===== src/rtl/ace_mem_if.sv =====
// Request/response/memory bundle for ace_mem_arbiter; master = requesters + memory,
// slave = arbiter.
interface ace_mem_if #(
  parameter int unsigned ADDR_W = 6,
  parameter int unsigned DATA_W = 32
);
  logic              wr_valid;
  logic              wr_ready;
  logic [ADDR_W-1:0] wr_addr;
  logic [DATA_W-1:0] wr_data;

  logic              rd_valid;
  logic              rd_ready;
  logic [ADDR_W-1:0] rd_addr;
  logic              rd_rvalid;
  logic              rd_rready;
  logic [DATA_W-1:0] rd_rdata;

  logic              sn_valid;
  logic              sn_ready;
  logic [ADDR_W-1:0] sn_addr;
  logic              sn_rvalid;
  logic              sn_rready;
  logic [DATA_W-1:0] sn_rdata;

  logic              mem_en;
  logic              mem_we;
  logic [ADDR_W-1:0] mem_addr;
  logic [DATA_W-1:0] mem_wdata;
  logic [DATA_W-1:0] mem_rdata;

  modport master (
    output wr_valid, wr_addr, wr_data, rd_valid, rd_addr, rd_rready,
    output sn_valid, sn_addr, sn_rready, mem_rdata,
    input  wr_ready, rd_ready, rd_rvalid, rd_rdata, sn_ready, sn_rvalid, sn_rdata,
    input  mem_en, mem_we, mem_addr, mem_wdata
  );

  modport slave (
    input  wr_valid, wr_addr, wr_data, rd_valid, rd_addr, rd_rready,
    input  sn_valid, sn_addr, sn_rready, mem_rdata,
    output wr_ready, rd_ready, rd_rvalid, rd_rdata, sn_ready, sn_rvalid, sn_rdata,
    output mem_en, mem_we, mem_addr, mem_wdata
  );
endinterface


===== src/rtl/ace_mem_arbiter.sv =====
// Serializes write, read and snoop requesters onto one single-port memory. Snoops win
// unless a streak of them has starved a pending read/write; reads and writes alternate.
module ace_mem_arbiter #(
  parameter int unsigned ADDR_W      = 6,
  parameter int unsigned DATA_W      = 32,
  parameter int unsigned SNOOP_LIMIT = 4
) (
  input logic      clk,
  input logic      rst_n,
  ace_mem_if.slave io_bus
);

  localparam int unsigned CntW = (SNOOP_LIMIT > 0) ? $clog2(SNOOP_LIMIT + 1) : 1;
  localparam logic [CntW-1:0] Limit = CntW'(SNOOP_LIMIT);

  typedef enum logic [1:0] {StIdle, StCap, StResp} state_e;

  state_e            r_state, w_state_d;
  logic              r_src_sn;
  logic              r_last_wr;
  logic [CntW-1:0]   r_streak;
  logic [DATA_W-1:0] r_rd_rdata;
  logic [DATA_W-1:0] r_sn_rdata;

  logic w_idle, w_rw_pend, w_at_limit, w_sn_win, w_wr_win, w_rd_win, w_resp_ack;

  // Arbitration; rst_n gating keeps every ready low while reset is held.
  always_comb begin
    w_idle     = (r_state == StIdle) && rst_n;
    w_rw_pend  = io_bus.rd_valid | io_bus.wr_valid;
    w_at_limit = (r_streak == Limit);
    w_sn_win   = w_idle && io_bus.sn_valid && !(w_at_limit && w_rw_pend);
    w_wr_win   = w_idle && !w_sn_win && io_bus.wr_valid && (!io_bus.rd_valid || !r_last_wr);
    w_rd_win   = w_idle && !w_sn_win && io_bus.rd_valid && (!io_bus.wr_valid || r_last_wr);
    w_resp_ack = r_src_sn ? io_bus.sn_rready : io_bus.rd_rready;
  end

  always_ff @(posedge clk or negedge rst_n) begin
    if (!rst_n) begin
      r_state <= StIdle;
    end else begin
      r_state <= w_state_d;
    end
  end

  always_comb begin
    w_state_d = r_state;
    unique case (r_state)
      StIdle:  if (w_sn_win || w_rd_win) w_state_d = StCap;
      StCap:   w_state_d = StResp;
      StResp:  if (w_resp_ack) w_state_d = StIdle;
      default: w_state_d = StIdle;
    endcase
  end

  always_ff @(posedge clk or negedge rst_n) begin
    if (!rst_n) begin
      r_src_sn   <= 1'b0;
      r_last_wr  <= 1'b0;
      r_streak   <= '0;
      r_rd_rdata <= '0;
      r_sn_rdata <= '0;
    end else begin
      if (w_sn_win) begin
        r_src_sn <= 1'b1;
        if (w_rw_pend && !w_at_limit) r_streak <= r_streak + CntW'(1);
      end
      if (w_rd_win) begin
        r_src_sn  <= 1'b0;
        r_last_wr <= 1'b0;
        r_streak  <= '0;
      end
      if (w_wr_win) begin
        r_last_wr <= 1'b1;
        r_streak  <= '0;
      end
      if (r_state == StCap) begin
        if (r_src_sn) r_sn_rdata <= io_bus.mem_rdata;
        else          r_rd_rdata <= io_bus.mem_rdata;
      end
    end
  end

  always_comb begin
    io_bus.wr_ready  = w_wr_win;
    io_bus.rd_ready  = w_rd_win;
    io_bus.sn_ready  = w_sn_win;
    io_bus.mem_en    = w_wr_win | w_rd_win | w_sn_win;
    io_bus.mem_we    = w_wr_win;
    io_bus.mem_addr  = w_sn_win ? io_bus.sn_addr : (w_wr_win ? io_bus.wr_addr : io_bus.rd_addr);
    io_bus.mem_wdata = io_bus.wr_data;
    io_bus.rd_rvalid = (r_state == StResp) && !r_src_sn;
    io_bus.sn_rvalid = (r_state == StResp) && r_src_sn;
    io_bus.rd_rdata  = r_rd_rdata;
    io_bus.sn_rdata  = r_sn_rdata;
  end

endmodule


===== src/flat_wrapper.sv =====
// flat-port wrapper written by rule: the top's interface ports become plain ports
module ace_mem_arbiter_flat 
#(
  parameter int unsigned ADDR_W      = 6,
  parameter int unsigned DATA_W      = 32,
  parameter int unsigned SNOOP_LIMIT = 4
)
  (clk, rst_n, io_bus_wr_valid, io_bus_wr_addr, io_bus_wr_data, io_bus_rd_valid, io_bus_rd_addr, io_bus_rd_rready, io_bus_sn_valid, io_bus_sn_addr, io_bus_sn_rready, io_bus_mem_rdata, io_bus_wr_ready, io_bus_rd_ready, io_bus_rd_rvalid, io_bus_rd_rdata, io_bus_sn_ready, io_bus_sn_rvalid, io_bus_sn_rdata, io_bus_mem_en, io_bus_mem_we, io_bus_mem_addr, io_bus_mem_wdata);
  ace_mem_if #(.ADDR_W(ADDR_W), .DATA_W(DATA_W)) io_bus_i ();
  input logic clk;
  input logic rst_n;
  input wire logic [$bits(io_bus_i.wr_valid)-1:0] io_bus_wr_valid;
  input wire logic [$bits(io_bus_i.wr_addr)-1:0] io_bus_wr_addr;
  input wire logic [$bits(io_bus_i.wr_data)-1:0] io_bus_wr_data;
  input wire logic [$bits(io_bus_i.rd_valid)-1:0] io_bus_rd_valid;
  input wire logic [$bits(io_bus_i.rd_addr)-1:0] io_bus_rd_addr;
  input wire logic [$bits(io_bus_i.rd_rready)-1:0] io_bus_rd_rready;
  input wire logic [$bits(io_bus_i.sn_valid)-1:0] io_bus_sn_valid;
  input wire logic [$bits(io_bus_i.sn_addr)-1:0] io_bus_sn_addr;
  input wire logic [$bits(io_bus_i.sn_rready)-1:0] io_bus_sn_rready;
  input wire logic [$bits(io_bus_i.mem_rdata)-1:0] io_bus_mem_rdata;
  output wire logic [$bits(io_bus_i.wr_ready)-1:0] io_bus_wr_ready;
  output wire logic [$bits(io_bus_i.rd_ready)-1:0] io_bus_rd_ready;
  output wire logic [$bits(io_bus_i.rd_rvalid)-1:0] io_bus_rd_rvalid;
  output wire logic [$bits(io_bus_i.rd_rdata)-1:0] io_bus_rd_rdata;
  output wire logic [$bits(io_bus_i.sn_ready)-1:0] io_bus_sn_ready;
  output wire logic [$bits(io_bus_i.sn_rvalid)-1:0] io_bus_sn_rvalid;
  output wire logic [$bits(io_bus_i.sn_rdata)-1:0] io_bus_sn_rdata;
  output wire logic [$bits(io_bus_i.mem_en)-1:0] io_bus_mem_en;
  output wire logic [$bits(io_bus_i.mem_we)-1:0] io_bus_mem_we;
  output wire logic [$bits(io_bus_i.mem_addr)-1:0] io_bus_mem_addr;
  output wire logic [$bits(io_bus_i.mem_wdata)-1:0] io_bus_mem_wdata;
  assign io_bus_i.wr_valid = io_bus_wr_valid;
  assign io_bus_i.wr_addr = io_bus_wr_addr;
  assign io_bus_i.wr_data = io_bus_wr_data;
  assign io_bus_i.rd_valid = io_bus_rd_valid;
  assign io_bus_i.rd_addr = io_bus_rd_addr;
  assign io_bus_i.rd_rready = io_bus_rd_rready;
  assign io_bus_i.sn_valid = io_bus_sn_valid;
  assign io_bus_i.sn_addr = io_bus_sn_addr;
  assign io_bus_i.sn_rready = io_bus_sn_rready;
  assign io_bus_i.mem_rdata = io_bus_mem_rdata;
  assign io_bus_wr_ready = io_bus_i.wr_ready;
  assign io_bus_rd_ready = io_bus_i.rd_ready;
  assign io_bus_rd_rvalid = io_bus_i.rd_rvalid;
  assign io_bus_rd_rdata = io_bus_i.rd_rdata;
  assign io_bus_sn_ready = io_bus_i.sn_ready;
  assign io_bus_sn_rvalid = io_bus_i.sn_rvalid;
  assign io_bus_sn_rdata = io_bus_i.sn_rdata;
  assign io_bus_mem_en = io_bus_i.mem_en;
  assign io_bus_mem_we = io_bus_i.mem_we;
  assign io_bus_mem_addr = io_bus_i.mem_addr;
  assign io_bus_mem_wdata = io_bus_i.mem_wdata;
  ace_mem_arbiter #(.ADDR_W(ADDR_W), .DATA_W(DATA_W), .SNOOP_LIMIT(SNOOP_LIMIT)) u_core (.clk(clk), .rst_n(rst_n), .io_bus(io_bus_i));
endmodule

===== config.mk =====
export PLATFORM = sky130hd
export DESIGN_NAME = ace_mem_arbiter_flat
export DESIGN_NICKNAME = d
export VERILOG_FILES = /design/src/rtl/ace_mem_if.sv /design/src/rtl/ace_mem_arbiter.sv /design/src/flat_wrapper.sv
export SDC_FILE = /design/constraint.sdc
export NUM_CORES = 1
export LEC_CHECK = 0
export ABC_AREA = 1
export CORE_UTILIZATION = 39
export CTS_CLUSTER_SIZE = 8
export DETAILED_ROUTE_END_ITERATION = 10
export PLACE_DENSITY = 0.84
export SLEW_MARGIN = 0
export SYNTH_ARGS = -nofsm -noshare
export SYNTH_HDL_FRONTEND = slang
export SYNTH_SLANG_ARGS = --single-unit

===== constraint.sdc =====
create_clock -name clk -period 2.8 [get_ports clk]
set_input_delay 0.42 -clock clk [delete_from_list [all_inputs] [get_ports clk]]
set_output_delay 0.42 -clock clk [all_outputs]
set_load 0.05 [all_outputs]

Word level (Yosys, flattened, before mapping)

Cells that the tools add are included.

Output and inout port bits: 109
Bits in writable memories: 0
ROM bits: 0
Memories: 0
Bits of input ports: 89
Bits in latches: 0
Flip-flop bits (word level): 71
Word-level logic and storage cells: 61

Reduce and logical (&&, ||, !) cells: 31
Shift-type cells: 0
Multiply operators: 0
Order comparisons: 0
Equal/unequal tests: 5
Divide/modulo/power cells: 0
Bitwise operators: 4
Multiplexer cells: 14
Add/subtract/negate cells: 1

Operators with widths:

| operator                                      | count |
|---|---|
| logical AND 1 bit                             | 12 |
| 2-to-1 mux 3 bit                              | 4 |
| 2-to-1 mux 6 bit                              | 2 |
| AND reduction 2 bit                           | 4 |
| zero test 1 bit                               | 7 |
| case mux 2 bit (3 select lines)               | 1 |
| nonzero test 3 bit                            | 2 |
| 2-to-1 mux 1 bit                              | 5 |
| 2-to-1 mux 2 bit                              | 2 |
| nonzero test 2 bit                            | 2 |
| adder 3 x 1 -> 3 bit, second input constant   | 1 |
| == test 3 bit, second input constant          | 1 |
| logical OR 1 bit                              | 3 |
| OR 1 bit                                      | 3 |
| == test 2 x 1 -> 1 bit, second input constant | 1 |
| == test 2 bit, second input constant          | 1 |
| zero test 2 bit                               | 1 |
| != test 2 x 1 -> 1 bit, second input constant | 1 |
| != test 2 bit, second input constant          | 1 |
| inverter 1 bit                                | 1 |

Longest topological paths before layout

Gate-level depths: netlist of run 1.

Word-level depth: 11
Gate-level depth with buffers: 10
Mapped depth without buffers: 9

Worst setup path after synthesis of run 1

No wires, ideal clock.

Path type: reg2out
Start point: register u_core.r_streak[0]
End point: output port io_bus_wr_ready
Arrival time: 1,743 ps
Cell stages (with the launch flop): 10
Data required time: 2,380 ps
Path slack: 637 ps
Buffers on the path: 1
Cells stage by stage: dfrtp_1 -> inv_1 -> ha_1 -> nand2_1 -> inv_1 -> nand2_2 -> a21oi_4 -> nand2_4 -> inv_1 -> buf_4

Longest elaborated chain between the ends: 8

RTL lines:

| element                        | RTL line              | text |
|---|---|---|
| from (decl)                    | ace_mem_arbiter.sv:21 | `logic [CntW-1:0] r_streak;` |
| from (signal assigned)         | ace_mem_arbiter.sv:66 | `if (w_rw_pend && !w_at_limit) r_streak <= r_streak + CntW'(1);` |
| == test 3 bit                  | ace_mem_arbiter.sv:31 | `w_at_limit = (r_streak == Limit);` |
| logical AND 1 bit              | ace_mem_arbiter.sv:32 | `w_sn_win = w_idle && io_bus.sn_valid && !(w_at_limit && w_rw_pend);` |
| zero test 1 bit                | ace_mem_arbiter.sv:32 |  |
| logical AND 1 bit              | ace_mem_arbiter.sv:32 |  |
| zero test 1 bit                | ace_mem_arbiter.sv:33 | `w_wr_win = w_idle && !w_sn_win && io_bus.wr_valid && (!io_bus.rd_valid \|\| !r_last_wr);` |
| logical AND 1 bit (3 in a row) | ace_mem_arbiter.sv:33 |  |
| to (decl)                      | flat_wrapper.sv:22    | `output wire logic [$bits(io_bus_i.wr_ready)-1:0] io_bus_wr_ready;` |

Every way passes these cells.

Worst setup path in the final report of run 1

Start point: input port io_bus_wr_valid
End point: output port io_bus_mem_en

Longest elaborated chain between the ends: 10
Elaborated cells on any way between the ends: 14
Classes of those cells: bitwise (3); reduce/logical (11)

RTL lines:

| element                                           | RTL line                                     | text |
|---|---|---|
| from (decl)                                       | flat_wrapper.sv:12                           | `input wire logic [$bits(io_bus_i.wr_valid)-1:0] io_bus_wr_valid;` |
| OR 1 bit                                          | ace_mem_arbiter.sv:30                        | `w_rw_pend = io_bus.rd_valid \| io_bus.wr_valid;` |
| logical AND 1 bit                                 | ace_mem_arbiter.sv:32                        |  |
| zero test 1 bit                                   | ace_mem_arbiter.sv:32                        |  |
| logical AND 1 bit                                 | ace_mem_arbiter.sv:32                        |  |
| zero test 1 bit                                   | ace_mem_arbiter.sv:33, ace_mem_arbiter.sv:34 |  |
| logical AND 1 bit                                 | ace_mem_arbiter.sv:33, ace_mem_arbiter.sv:34 |  |
| logical AND 1 bit (on tied branches) (2 in a row) | ace_mem_arbiter.sv:33, ace_mem_arbiter.sv:34 |  |
| OR 1 bit                                          | ace_mem_arbiter.sv:88                        | `io_bus.mem_en = w_wr_win \| w_rd_win \| w_sn_win;` |
| OR 1 bit (*)                                      | ace_mem_arbiter.sv:88                        |  |
| to (decl)                                         | flat_wrapper.sv:29                           | `output wire logic [$bits(io_bus_i.mem_en)-1:0] io_bus_mem_en;` |

Every way passes the cells marked *; elsewhere a longest branch is shown, timed or not.

==> flow_summary.toml, run 1 <==
[setup_path]
reg2reg_slack_ns = 0.78
path_class = "input pin to primary output"
path_common_cell = "nor2_1"
r2r_cells = 3
crit_fanout = 14
worst_ep_required_time_ns = 2.38
end_kind = "primary output"
timing.rr.end = "u_core.io_bus.sn_rdata[14]$_DFFE_PN0P_"
r2r-start = "u_core.r_state[1]$_DFFE_PN0P_"
start_kind = "input pin"
slowest_stage = "clkdlybuf4s50_1"
crit_path_max_incr_delay_ns = 0.47
worstPathCellList = "clkdlybuf4s50_1 -> nor2_1 -> nor2_1 -> nor2_2 -> buf_4 -> inv_1 -> nand2_1 -> buf_12"
crit_arrival_ns = 2.05

[synthesis]
synth_nets = 467
synth-seq-area-share = 0.5478
yosys_register_bits = 71
synthCells = 376
avgSynthCellArea_um2 = 8.625
syn_area_um2 = 3243
yosysWarnings = 0
yosysUniqueCellTypes = 22

[sta]
fin_setup_tns_ns = 0
hold_slack_ns = 0.3117
maxSlewViolCount = 0
setup_viol = 0
worst_pin_slew_ns = 1.095
hold_violations = 0
max-slew-margin-rel = 0.2689
max_freq_mhz = 404.5
grt_setup_unrepaired = "no"
finalCriticalPeriod_ns = 2.472
finalClockSkew_ns = 0.01303
finalCritPeriodShare = 0.8829

[power_and_ir_drop]
switchingPower_w = 0.003169
internal_power_w = 0.003167
swShare = 0.5002
pwr-share-clk = 0.125
seqPwrFrac = 0.288
p_comb_frac = 0.587
p_per_area_nw_per_um2 = 1341
p_leak_nw = 2.300
ir_worst_vdd_v = 0.0007757

[global_routing]
grt_max_degree = 72
track_usage = 0.1854
grt_pass1_wl_um = 12680
first_global_vias = 2716
grt.overflow.total = 0
antenna_found_initial = 0

[finish]
syn2layout_area_growth_pct = 45.68
antenna_cells = 0
final_util = 0.5990
fin_nets = 568
drive_above_1_share = 0.09129
instances_no_fill = 584

[route]
vias_per_cell = 4.642
postRouteAntennaNets = 0
routedWlPerCell_um = 13.45
drc = 0
vias = 2711
first_pass_iters = 4
drt-initial-drc-count = 109
wirelength_um = 7852

[placement]
routabilityCongestion = 0.7716
dp_cells = 568
hpwl_um = 5779
io_buffers = 133

[clock_tree]
cts_num_sinks = 71
htree_num_levels = 3
clk_path_buf_depth = 2
postCtsHoldBufs = 0
clock_tree.root_cell = "clkbuf_8"
cts_setup_buffers = 0
cts-buffers-inserted = 9
path_clk_slew_ns = 0.08
post_cts_resized = 0
cts_tree = "built"
clock_latency_ns = 0.34

[floorplan]
core_area_um2 = 7888
io_pins = 198
chipWidth_um = 93.19
dieArea_um2 = 8684
std_cell_rows = 32
start_util = 0.4112
die_height_um = 93.19

[min_path]
hold_class = "input pin to async pin"

[run]
maxCapViolations = 0

[status]
status = "finished, final reports clean"
==> metrics by stage <==
step | total power [W] | instance area, µm² | worst slack, ns
2_1_floorplan | 0.004300 | 3243 | 0.6373
3_3_place_gp | 0.005492 | 4529 | 0.3698
3_5_place_dp | 0.005572 | 4529 | 0.3244
4_1_cts | 0.006393 | 4725 | 0.3093
5_1_grt | 0.006682 | 4725 | 0.1425
6_report | 0.006336 | 4725 | 0.3278
==> kinds of logic after synthesis <==
kind of cell               Yosys count  share of synthesized area
and+or+nand+nor                    135                     0.1779
buffers and inverters              100                     0.1570
DFF                                 71                     0.5478
AOI/OAI and AO/OA                   68                     0.1096
adders and majority gates            2                   0.007715
==> sequential cells by signal, indices dropped and copies added, names as in the netlist <==
register                count
u_core.io_bus.rd_rdata     32
u_core.io_bus.sn_rdata     32
u_core.r_last_wr            1
u_core.r_src_sn             1
u_core.r_state              2
u_core.r_streak             3
==> cell usage after synthesis, drive strengths merged <==
library cell / number / area share
nand2: 94 / 0.11
nand3: 17 / 0.029
nand4: 1 / 0.0019
nor2: 20 / 0.028
clkbuf: 8 / 0.0093
o21ai: 67 / 0.10
buf: 39 / 0.086
nor3: 2 / 0.0031
inv: 53 / 0.061
a21oi: 1 / 0.0050
ha: 2 / 0.0077
dfrtp: 71 / 0.55
nand3b: 1 / 0.0023
==> how the worst max path moves through the flow <==
| stage | startpoint | to | slack [ns] | cells past startpoint |
|---|---|---|---|---|
| after floorplan | u_core.r_streak[0]$_DFFE_PN0P_ | io_bus_wr_ready | 0.64 | 9 |
| after global placement | io_bus_wr_valid | io_bus_mem_en | 0.37 | 8 |
| after detailed placement | io_bus_wr_valid | io_bus_mem_en | 0.32 | 8 |
| after CTS | u_core.r_streak[0]$_DFFE_PN0P_ | io_bus_mem_en | 0.31 | 9 |
| after global routing | io_bus_wr_valid | io_bus_mem_en | 0.14 | 8 |
| final | io_bus_wr_valid | io_bus_mem_en | 0.33 | 8 |
==> final cells by class <==
type | count | area (µm²)
Fill cell | 681 | 3163
Sequential cell | 71 | 1777
Timing Repair Buffer | 137 | 1469
Multi-Input combinational cell | 205 | 957.2
Inverter | 53 | 198.9
Clock buffer | 10 | 127.6
Tap cell | 102 | 127.6
Clock inverter | 6 | 67.56
==> cell usage in the layout, fill, tap and decap left out, drive strengths merged <==
master         instances
clkdlybuf4s50        121
nand2                 94
dfrtp                 71
o21ai                 67
inv                   55
nor2                  20
nand3                 17
buf                   16
clkbuf                10
nor3                   2
ha                     2
clkinvlp               2
a21oi                  1
nand3b                 1
nand4                  1
clkinv                 1
bufinv                 1
==> per-layer routing <==
layer  up-vias  GRT usage  part of all wire
li1       1333          -                 -
met4         0    0.08590             0.026
met2       115     0.3174              0.50
met3        20    0.04959             0.075
met5         -          0                 0
met1      1243     0.2163              0.40
==> critical path, delay by kind of cell <==
family | cells | cell delay, ns
buffers and inverters | 4 | 0.91
and+or+nand+nor | 4 | 0.72
==> power by group through the flow <==
stage / Sequential [W] / Combinational (W) / Clock, W
final: 0.00183 / 0.00372 / 0.000793
after global routing: 0.00189 / 0.00394 / 0.000858
after CTS: 0.00182 / 0.00375 / 0.000821
after detailed placement: 0.00183 / 0.00374 / 0
after global placement: 0.00182 / 0.00368 / 0
after floorplan: 0.00338 / 0.000916 / 0
(Power assumes the default switching activity.)
==> inputs of run 2 (changes only) <==
--- a/config.mk
+++ b/config.mk
@@ -10,6 +10,7 @@
 export CTS_CLUSTER_SIZE = 8
 export DETAILED_ROUTE_END_ITERATION = 10
 export PLACE_DENSITY = 0.84
+export RECOVER_POWER = 100
 export SLEW_MARGIN = 0
 export SYNTH_ARGS = -nofsm -noshare
 export SYNTH_HDL_FRONTEND = slang
==> flow_summary.toml, run 2 (synthesis gave the netlist of run 1 again) <==
[status]
status = "finished, violations left"
violations = "max-capacitance violations, max-slew violations"

[placement]
hpwl_um = 5779
io_buffers = 133
dp_cells = 568
routabilityCongestion = 0.7716

[floorplan]
start_util = 0.4112
die_height_um = 93.19
core_area_um2 = 7888
chipWidth_um = 93.19
std_cell_rows = 32
dieArea_um2 = 8684
io_pins = 198

[global_routing]
first_global_vias = 2716
grt_pass1_wl_um = 12680
grt.overflow.total = 0
track_usage = 0.1854
antenna_found_initial = 0
grt_max_degree = 72

[setup_path]
crit_start = "u_core.r_streak[0]$_DFFE_PN0P_"
r2r_cells = 4
r2r-start = "u_core.r_src_sn$_DFFE_PN0P_"
end_kind = "primary output"
crit_arrival_ns = 2.13
crit_fanout = 9
path_class = "flip-flop to primary output"
crit_end = "io_bus_mem_addr[0]"
reg2reg_slack_ns = 0.63
worst_ep_required_time_ns = 2.38
start_kind = "flip-flop"
timing.rr.end = "u_core.io_bus.rd_rdata[17]$_DFFE_PN0P_"

[power_and_ir_drop]
p_leak_nw = 2.322
p_per_area_nw_per_um2 = 1317
ir_worst_vdd_v = 0.0007425

[clock_tree]
clock_tree.root_cell = "clkbuf_8"
htree_num_levels = 3
clock_latency_ns = 0.34
clk_path_buf_depth = 2
cts-buffers-inserted = 9
path_clk_slew_ns = 0.07
cts_setup_buffers = 0
cts_tree = "built"
post_cts_resized = 0
cts_num_sinks = 71
postCtsHoldBufs = 0

[finish]
seqCellArea_um2 = 1777
fin_nets = 568
instances_no_fill = 584
multi_input_area_um2 = 939.7
final_cell_mix = "nand2_1 (93), dfrtp_1 (71), dlygate4sd3_1 (66)"
drive_above_1_share = 0.07884
n_fill_cell = 700
antenna_cells = 0
syn2layout_area_growth_pct = 41.98
layout_commonest_cell = "nand2_1"

[route]
routedWlPerCell_um = 13.44
wirelength_um = 7851
drc = 0
postRouteAntennaNets = 0
first_pass_iters = 4
vias = 2737
drt-initial-drc-count = 103
vias_per_cell = 4.687

[sta]
grt_setup_unrepaired = "no"
finalClockSkew_ns = 0.01340
max_freq_mhz = 391.6
hold_violations = 0
worst_pin_slew_ns = 1.715
setup_viol = 0
finalCriticalPeriod_ns = 2.554
fin_setup_tns_ns = 0
finalCritPeriodShare = 0.9120
maxSlewViolCount = 72
max-slew-margin-rel = -0.1435

[run]
maxCapViolations = 1

[min_path]
hold_class = "flip-flop to flip-flop"
-- run 2: layer usage --
metal,share of wire,global-route usage
met4,0.026,0.08590
met2,0.50,0.3174
met1,0.40,0.2163
met5,0,0
met3,0.080,0.04959
-- run 2: power breakdown --
part	switching (W)	leakage, nW	internal (W)
registers	0.000274	0.872	0.00153
logic	0.00248	1.36	0.000989
clock network	0.000377	0.0933	0.000416
total	0.00313	2.32	0.00293
-- run 2: how the worst min path moves through the flow --
stage | start | endpoint | slack, ns | cells after the start
after floorplan | rst_n | u_core.io_bus.rd_rdata[0]$_DFFE_PN0P_ | 0.12 | 0
after global placement | u_core.io_bus.sn_rdata[2]$_DFFE_PN0P_ | u_core.io_bus.sn_rdata[2]$_DFFE_PN0P_ | 0.47 | 2
after detailed placement | u_core.io_bus.sn_rdata[12]$_DFFE_PN0P_ | u_core.io_bus.sn_rdata[12]$_DFFE_PN0P_ | 0.47 | 2
after CTS | rst_n | u_core.io_bus.sn_rdata[7]$_DFFE_PN0P_ | 0.34 | 2
after global routing | u_core.io_bus.sn_rdata[15]$_DFFE_PN0P_ | u_core.io_bus.sn_rdata[15]$_DFFE_PN0P_ | 0.51 | 2
final | u_core.io_bus.sn_rdata[1]$_DFFE_PN0P_ | u_core.io_bus.sn_rdata[1]$_DFFE_PN0P_ | 0.48 | 2
-- run 2: per-stage QoR --
stage / hold slack (ns) / setup WS, ns / utilization / total power, W / cell area (µm²)
4_1_cts: 0.3415 / 0.3093 / 0.5990 / 0.006393 / 4725
3_5_place_dp: 0.4726 / 0.3244 / 0.5742 / 0.005572 / 4529
2_1_floorplan: 0.1244 / 0.6373 / - / 0.004300 / 3243
6_report: 0.4807 / 0.2465 / 0.5838 / 0.006065 / 4604
5_1_grt: 0.5102 / 0.1027 / 0.5838 / 0.006412 / 4604
3_3_place_gp: 0.4675 / 0.3698 / 0.5742 / 0.005492 / 4529
-- run 2: critical path: stages (launching register included) --
cell and delay (ns):
dfrtp_1 0.40, inv_1 0.09, ha_1 0.15, nand2_1 0.07, inv_1 0.09, nand2_2 0.07, a21oi_4 0.24, nand2_1 0.24
nand2_1 0.11, nand3_1 0.10, buf_2 0.23
-- run 2: final cells by class --
cell class	count	share of cell area
inverters	53	0.04321
well taps	102	0.02772
clock inverters	6	0.01467
flip-flops and latches	71	0.3859
repair buffers	137	0.2967
multi-input cells	205	0.2041
clock buffers	10	0.02772
